`config.mk`:
```
export PLATFORM = sky130hd
export DESIGN_NAME = ifetch_unit
export DESIGN_NICKNAME = d
export VERILOG_FILES = /design/src/rtl/ifetch_unit.sv
export SDC_FILE = /design/constraint.sdc
export NUM_CORES = 1
export LEC_CHECK = 0
export CAP_MARGIN = 20
export CORE_MARGIN = 2
export CORE_UTILIZATION = 56
export CTS_BUF_LIST = sky130_fd_sc_hd__clkbuf_2 sky130_fd_sc_hd__clkbuf_4 sky130_fd_sc_hd__clkbuf_8
export DETAILED_ROUTE_END_ITERATION = 8
export GPL_TIMING_DRIVEN = 0
export PLACE_DENSITY = 0.87
export SYNTH_ARGS = -nofsm -noshare
export SYNTH_HDL_FRONTEND = slang
export SYNTH_SLANG_ARGS = --single-unit
```
`constraint.sdc`:
```
create_clock -name clk -period 9.8 [get_ports clk]
set_clock_uncertainty 0.1 [all_clocks]
set_input_delay 2.94 -clock clk [delete_from_list [all_inputs] [get_ports clk]]
set_output_delay 2.94 -clock clk [all_outputs]
set_load 0.02 [all_outputs]
```
`src/rtl/ifetch_unit.sv`:
```
// rtl/ifetch_unit.sv - RV32 fetch stage: PC, req/ack word fetch, prefetch queue, redirect flush
module ifetch_unit #(
    parameter int              XLEN      = 32,
    parameter logic [XLEN-1:0] RESET_VEC = '0,
    parameter int              DEPTH     = 2
) (
    input  logic            clk,
    input  logic            reset,
    input  logic            ce,
    output logic            mem_req,
    output logic [XLEN-1:0] mem_addr,
    input  logic            mem_ack,
    input  logic [XLEN-1:0] mem_rdata,
    input  logic            redirect_valid,
    input  logic [XLEN-1:0] redirect_pc,
    output logic            instr_valid,
    output logic [XLEN-1:0] instr,
    output logic [XLEN-1:0] instr_pc,
    input  logic            instr_ready
);
    localparam int PW = $clog2(DEPTH);
    localparam int CW = PW + 1;

    typedef enum logic [1:0] {IDLE, REQ, DRAIN} state_t;

    state_t          state, state_n;
    logic [XLEN-1:0] fetch_pc, fetch_pc_n;
    logic [XLEN-1:0] addr_q, addr_n;
    logic [XLEN-1:0] q_instr [DEPTH];
    logic [XLEN-1:0] q_pc    [DEPTH];
    logic [PW-1:0]   rd_ptr, wr_ptr;
    logic [CW-1:0]   count, count_next;
    logic            xfer, push, pop, space;
    logic [XLEN-1:0] redir_pc;

    assign mem_req     = (state != IDLE);
    assign mem_addr    = addr_q;
    assign instr_valid = (count != '0) && !redirect_valid;
    assign instr       = q_instr[rd_ptr];
    assign instr_pc    = q_pc[rd_ptr];

    assign xfer       = mem_req && mem_ack;
    assign pop        = instr_valid && instr_ready;
    // Only a live REQ transfer outside a redirect cycle carries usable data.
    assign push       = (state == REQ) && xfer && !redirect_valid;
    assign count_next = count - {{(CW-1){1'b0}}, pop} + {{(CW-1){1'b0}}, push};
    assign space      = count_next < CW'(DEPTH);
    assign redir_pc   = {redirect_pc[XLEN-1:2], 2'b00};

    always_comb begin
        state_n    = state;
        fetch_pc_n = fetch_pc;
        addr_n     = addr_q;
        case (state)
            IDLE: begin
                if (redirect_valid) begin
                    fetch_pc_n = redir_pc;
                end else if (ce && space) begin
                    state_n = REQ;
                    addr_n  = fetch_pc;
                end
            end
            REQ: begin
                if (redirect_valid) begin
                    fetch_pc_n = redir_pc;
                    if (xfer) begin
                        if (ce) begin
                            addr_n = redir_pc;
                        end else begin
                            state_n = IDLE;
                        end
                    end else begin
                        state_n = DRAIN;
                    end
                end else if (xfer) begin
                    fetch_pc_n = fetch_pc + XLEN'(4);
                    if (ce && space) begin
                        addr_n = fetch_pc + XLEN'(4);
                    end else begin
                        state_n = IDLE;
                    end
                end
            end
            DRAIN: begin
                // Address stays on the stale request until it is acked.
                if (redirect_valid) begin
                    fetch_pc_n = redir_pc;
                end
                if (xfer) begin
                    if (ce) begin
                        state_n = REQ;
                        addr_n  = fetch_pc_n;
                    end else begin
                        state_n = IDLE;
                    end
                end
            end
            default: state_n = IDLE;
        endcase
    end

    always_ff @(posedge clk) begin
        if (reset) begin
            state    <= IDLE;
            fetch_pc <= RESET_VEC;
            addr_q   <= RESET_VEC;
            count    <= '0;
            rd_ptr   <= '0;
            wr_ptr   <= '0;
            for (int i = 0; i < DEPTH; i++) begin
                q_instr[i] <= '0;
                q_pc[i]    <= '0;
            end
        end else begin
            state    <= state_n;
            fetch_pc <= fetch_pc_n;
            addr_q   <= addr_n;
            if (redirect_valid) begin
                count  <= '0;
                rd_ptr <= '0;
                wr_ptr <= '0;
            end else begin
                count <= count_next;
                if (push) begin
                    q_instr[wr_ptr] <= mem_rdata;
                    q_pc[wr_ptr]    <= fetch_pc;
                    wr_ptr          <= wr_ptr + PW'(1);
                end
                if (pop) begin
                    rd_ptr <= rd_ptr + PW'(1);
                end
            end
        end
    end

    a_no_push_when_full: assert property (@(posedge clk) disable iff (reset)
        !(push && count == CW'(DEPTH)));
endmodule

```
==> impl_metrics.py, run 1 <==
metrics = {
    "status": {
        "status": "completed",
    },
    "detailed_routing": {
        "ant_nets": 0,
        "avgViaCountPerCell": 6.49,
        "wl_per_cell_um": 23.8,
        "drtIter0Drc": 1262,
        "num_vias": 9154,
        "dr.pass1.iters": 8,
        "drc": 0,
        "wl_um": 33500,
    },
    "yosys": {
        "yosysWarnings": 0,
        "seq_area_frac_synth_pct": 51.1,
        "synthDominantAreaCellType": "edfxtp_1",
        "synth_flop_cell": "edfxtp_1",
        "synth_edf_count": 128,
        "mappedNetlistArea_um2": 10300,
        "synthDistinctLibCells": 69,
        "synth_seq_cells": 199,
        "synth.net_count": 1060,
        "synth.avg_cell_area_um2": 10.5,
        "synth_top_area_share_pct": 37.3,
        "synthTopCellsByArea": "edfxtp_1, dfxtp_1, and2_1",
        "syn_inst": 982,
        "synthArstFlopShare_pct": 0,
    },
    "clock_tree": {
        "htree_levels": 4,
        "cts_setup_buffers": 0,
        "clockBufferDepth": 2,
        "cts_made_buffers": 17,
        "cts_tree": "yes",
        "post_cts_resize_count": 0,
        "clkSinkCount": 199,
        "ctsHoldBuffers": 0,
        "clkTransAtPathRegs_ps": 110,
        "clk_latency_ps": 490,
        "root_buffer": "clkbuf_8",
    },
    "critical_path": {
        "startpoint_type": "input port",
        "worst-path-buf-inv": 3,
        "crit_family": "buffers and inverters",
        "path_cells": "buf_6 -> clkbuf_1 -> nor2_1 -> clkdlybuf4s50_1",
        "cp_max_fo": 10,
        "cp.arrival_ps": 4170,
        "critPathRequiredTime_ps": 6760,
        "worstSetupPathType": "in -> out",
        "crit_slowest_cell": "clkdlybuf4s50_1",
        "end_kind": "output pin",
        "slowest_delay_ps": 650,
    },
    "power_and_ir_drop": {
        "p_sw_w": 0.000827,
        "seqPwrFrac_pct": 44.9,
        "pwr-share-comb_pct": 31.3,
        "switching_share_pct": 36.8,
        "p_leak_nw": 4.61,
        "power_density_nw_per_um2": 176,
        "ir_drop_uv": 158,
        "clkPwrFrac_pct": 23.9,
        "p_int_w": 0.00142,
    },
    "sta": {
        "hold_slack_ps": 367,
        "finalCritPeriodShare_pct": 73.6,
        "rsz0062_at_grt": "false",
        "max_slew_margin_pct": 18.1,
        "setup_viol": 0,
        "maxSlewViolCount": 0,
        "hold_viol": 0,
        "setup_ws_ps": 2590,
        "period_needed_ps": 7210,
        "max_clock_freq_ghz": 0.139,
        "worst_slew_pin_slew_ps": 1220,
    },
    "die": {
        "row_count": 49,
        "ios": 168,
        "die_h_um": 140,
        "die-area_um2": 19500,
        "coreArea_um2": 18000,
        "die_x_um": 140,
        "start_util_pct": 57.1,
    },
    "cells_and_area": {
        "drive_gt1_share_pct": 12.3,
        "layout_common_cells": "clkdlybuf4s50_1, and2_1, edfxtp_1",
        "antenna_cells": 0,
        "nFillCells": 1325,
        "nNetsFinal": 1247,
        "register_area_um2": 5270,
        "layout_commonest_cell": "clkdlybuf4s50_1",
        "final_core_util_pct": 70.6,
        "syn_to_final_growth_pct": 23.6,
        "instances_no_fill": 1410,
        "multiInputGateArea_um2": 4560,
    },
    "place": {
        "routabilityCongestion": 1.03,
        "dp_hpwl_um": 23700,
        "post-place-ws_ps": 2610,
        "dp_cells": 1379,
        "portBuffers": 164,
    },
    "global_route": {
        "grtUsageTotal_pct": 33.6,
        "grt_pass1_vias": 8696,
        "grt_first_pass_wirelength_um": 50100,
        "antenna_found_initial": 0,
        "grt_overflow_total": 0,
        "grt_max_degree": 40,
    },
    "hold_path": {
        "hold_path.class": "reg -> reg",
    },
    "run": {
        "cap_violations": 0,
    },
}
## stage by stage
| stage | TNS, ps | instance area [µm²] | total power [W] |
|---|---|---|---|
| floorplan | 0 | 10300 | 0.00141 |
| global placement | -149550 | 12200 | 0.00169 |
| detailed placement | 0 | 12300 | 0.00170 |
| CTS | 0 | 12700 | 0.00222 |
| global route | 0 | 12700 | 0.00231 |
| finish | 0 | 12700 | 0.00225 |
## worst paths after layout
check	startpoint	endpoint	slack, ps	depth (start not counted)
setup / recovery	redirect_valid	instr_valid	2590	4
hold / removal	mem_addr[20]	mem_addr[20]	370	2
setup reg to reg	state[1]	mem_addr[23]	5100	15
hold reg to reg	mem_addr[20]	mem_addr[20]	370	2
## layer usage
| layer | vias up | global-route usage, % | part of all wire, % |
|---|---|---|---|
| li1 | 4014 | - | - |
| met1 | 4347 | 44.6 | 38 |
| met2 | 668 | 53.1 | 46 |
| met3 | 125 | 6.78 | 11 |
| met4 | 0 | 16.2 | 4.7 |
| met5 | - | 0 | 0 |
## sequential cells by signal, indices dropped and copies added, names as in the netlist, named ones only
signal    cells
count         2
fetch_pc     32
mem_addr     32
q_instr      64
q_pc         64
rd_ptr        1
state         2
wr_ptr        1
## synth_stat cells (all sizes together) (13+ instances only)
cell type / count
and2: 133
edfxtp: 128
clkbuf: 74
dfxtp: 71
mux2: 65
nand2: 52
o21ai: 51
a21oi: 47
nor2: 35
nand3: 27
buf: 25
nand4: 22
a31oi: 21
nor3: 17
inv: 16
and3: 13
## worst reg2reg max path, stage by stage (launching register included)
cell and delay [ps]:
dfxtp_1 350, inv_1 110, ha_1 270, nand2b_1 80, clkbuf_2 260, nor2_1 470, inv_2 240, ha_1 340
inv_1 40, ha_1 180, xnor3_1 290, a22oi_1 120, nor3_2 980, buf_2 450, o2111ai_1 170, o32ai_1 170
## final cells by class
type	instances	share of cell area, %
inverter	17	0.501
clock buffer	17	1.84
tap	229	2.25
sequential	199	41.3
buffer	99	3.35
timing repair buffer	168	13.6
clock inverter	14	1.24
multi-input combinational	667	35.8
## power by group through the flow
stage	sequential [W]	clock, W	combinational [W]
2_1_floorplan	0.00104	0	0.000368
3_3_place_gp	0.00103	0	0.000663
3_5_place_dp	0.00102	0	0.000676
4_1_cts	0.00101	0.000535	0.000679
5_1_grt	0.00101	0.000564	0.000733
6_report	0.00101	0.000536	0.000703
## kinds of logic (layout without fill, tap and decap cells)
kind of cell | count (synthesis) | count (layout) | share of synthesized area (%)
AO/OA/AOI/OAI | 236 | 236 | 15.6
XOR/XNOR | 12 | 12 | 1.15
adder cells (fa/ha/maj) | 8 | 8 | 0.972
buffers and inverters | 116 | 315 | 4.76
flip-flops | 199 | 199 | 51.1
multiplexers | 72 | 72 | 7.79
AND/OR/NAND/NOR | 339 | 339 | 18.6
Note: power is estimated with default switching activity, not from simulation.
==> run 2: changes to the inputs <==
- clock period: 9.8 -> 6.7 ns (I/O delays scaled with it)
==> run 2 against run 1 <==
Effect of this change:
- die area unchanged
- worst setup slack got worse by 1500 ps
- global-route usage grew 0.67 points
- register-to-register slack got worse by 3000 ps
- combinational power grew 47%
- utilization did not move
- largest cell class unchanged
- critical endpoint is now mem_addr[20]
- critical path depth increased by 9
- first-iteration DRC count is 8.2% lower
- via count is 0.27% lower
- cell area stayed put
- sequential power is 46% higher
==> impl_metrics.py, run 2 (same netlist as run 1, synthesis figures left out) <==
metrics = {
    "place": {
        "portBuffers": 164,
        "dpl-instance-area_um2": 12300,
        "routabilityCongestion": 1.04,
        "dp_hpwl_um": 24000,
        "post-place-ws_ps": 759,
    },
    "detailed_routing": {
        "drtIter0Drc": 1159,
        "num_vias": 9129,
        "ant_nets": 0,
        "dr.pass1.iters": 5,
        "wl_um": 33500,
        "avgViaCountPerCell": 6.47,
        "wl_per_cell_um": 23.8,
        "drc": 0,
    },
    "critical_path": {
        "worstSetupPathType": "in -> reg",
        "worst-path-buf-inv": 4,
        "critPathRequiredTime_ps": 7030,
        "cp_common_cell": "ha_1",
        "startpoint_type": "input port",
        "end_kind": "flop",
        "slowest_delay_ps": 930,
        "cp.arrival_ps": 5940,
        "reg2reg_from": "state[1]",
        "path_cells": "clkdlybuf4s50_1 -> nand2b_4 -> nor2_1 -> inv_2 -> ha_1 -> inv_1 -> ha_1 -> xnor3_1 -> a22oi_1 -> nor3_2 -> buf_2 -> nand4_1 -> a21oi_1",
        "cp-startpoint": "mem_ack",
        "crit_family": "simple AND/OR/NAND/NOR gates",
        "crit_slowest_cell": "nor3_2",
        "cp_max_fo": 10,
    },
    "die": {
        "start_util_pct": 57.1,
        "die-area_um2": 19500,
        "row_count": 49,
        "die_x_um": 140,
        "die_h_um": 140,
        "coreArea_um2": 18000,
        "ios": 168,
    },
    "clock_tree": {
        "clk_latency_ps": 500,
        "root_buffer": "clkbuf_8",
        "cts_made_buffers": 17,
        "post_cts_resize_count": 0,
        "clkSinkCount": 199,
        "cts_tree": "yes",
        "ctsHoldBuffers": 0,
        "clockBufferDepth": 2,
        "cts_setup_buffers": 0,
        "htree_levels": 4,
        "clkTransAtPathRegs_ps": 120,
    },
    "sta": {
        "finalCritPeriodShare_pct": 83.7,
        "max_slew_margin_pct": 22.5,
        "period_needed_ps": 5610,
        "maxSlewViolCount": 0,
        "setup_ws_ps": 1090,
        "rsz0062_at_grt": "false",
        "setup_viol": 0,
        "hold_viol": 0,
        "max_clock_freq_ghz": 0.178,
        "worst_slew_pin_slew_ps": 1160,
    },
    "status": {
        "status": "completed",
    },
    "cells_and_area": {
        "syn_to_final_growth_pct": 23.6,
        "final_core_util_pct": 70.6,
        "layout_common_cells": "clkdlybuf4s50_1, and2_1, edfxtp_1",
        "nFillCells": 1339,
        "antenna_cells": 0,
        "postLayoutCellArea_um2": 12700,
        "drive_gt1_share_pct": 12.3,
        "nNetsFinal": 1246,
        "reg_top3": "q_instr (64), q_pc (64)",
        "layout_commonest_cell": "clkdlybuf4s50_1",
    },
    "global_route": {
        "grt_first_pass_wirelength_um": 51400,
        "grt_pass1_vias": 8949,
        "antenna_found_initial": 0,
        "grt_max_degree": 50,
        "grt_overflow_total": 0,
        "grtUsageTotal_pct": 34.2,
    },
    "hold_path": {
        "holdCritStartpoint": "mem_addr[0]",
        "hold_path.class": "reg -> reg",
    },
    "power_and_ir_drop": {
        "ir_drop_uv": 196,
        "power_density_nw_per_um2": 261,
        "p_leak_nw": 4.61,
    },
    "run": {
        "cap_violations": 0,
    },
}
==> run 2: cell count changes in the layout (fill, tap and decap cells not counted), sizes merged <==
| cell | change |
|---|---|
| clkinvlp | -1 |
| clkinv | -1 |
| buf | -1 |
| bufinv | -1 |
| inv | +4 |
==> run 2: layer usage <==
metal	global-route usage [%]	share of wire, %	up-vias
met1	45.8	39	4393
met3	8.33	11	105
met2	53.8	46	618
met4	14.3	3.9	0
met5	0	0	-
li1	-	-	4013
==> run 2: final timing paths <==
kind	cells past startpoint	endpoint	slack, ps
worst max-delay path	13	mem_addr[20]	1090
worst min-delay path	2	mem_addr[0]	360
worst max register to register	15	mem_addr[20]	2060
worst min register to register	2	mem_addr[0]	360
==> run 2: through the flow <==
stage	instances	power (W)	TNS, ps	hold WS, ps
finish	1410	0.00332	0	360
detailed placement	1378	0.00248	0	345
global route	1410	0.00342	0	396
global placement	1375	0.00247	-125500	338
CTS	1410	0.00328	0	361
floorplan	982	0.00206	0	360
==> run 2: final cells by class <==
cell class	count	area, µm²	share of cell area, %
well taps	229	287	2.25
inverters	17	63.8	0.501
clock buffers	17	234	1.84
repair buffers	167	1710	13.4
flip-flops and latches	199	5270	41.3
clock inverters	15	185	1.45
plain buffers	99	427	3.35
multi-input cells	667	4560	35.8
==> run 2: power by group <==
part	internal, W	switching [W]
Combinational	0.000361	0.000670
Sequential	0.00140	0.0000680
Clock	0.000295	0.000525
Total	0.00206	0.00126
==> run 2: tightest hold or removal path, cell delays in order (launching register included) <==
cell and delay (ps):
dfxtp_1 320, nand2_1 50, a21oi_1 50
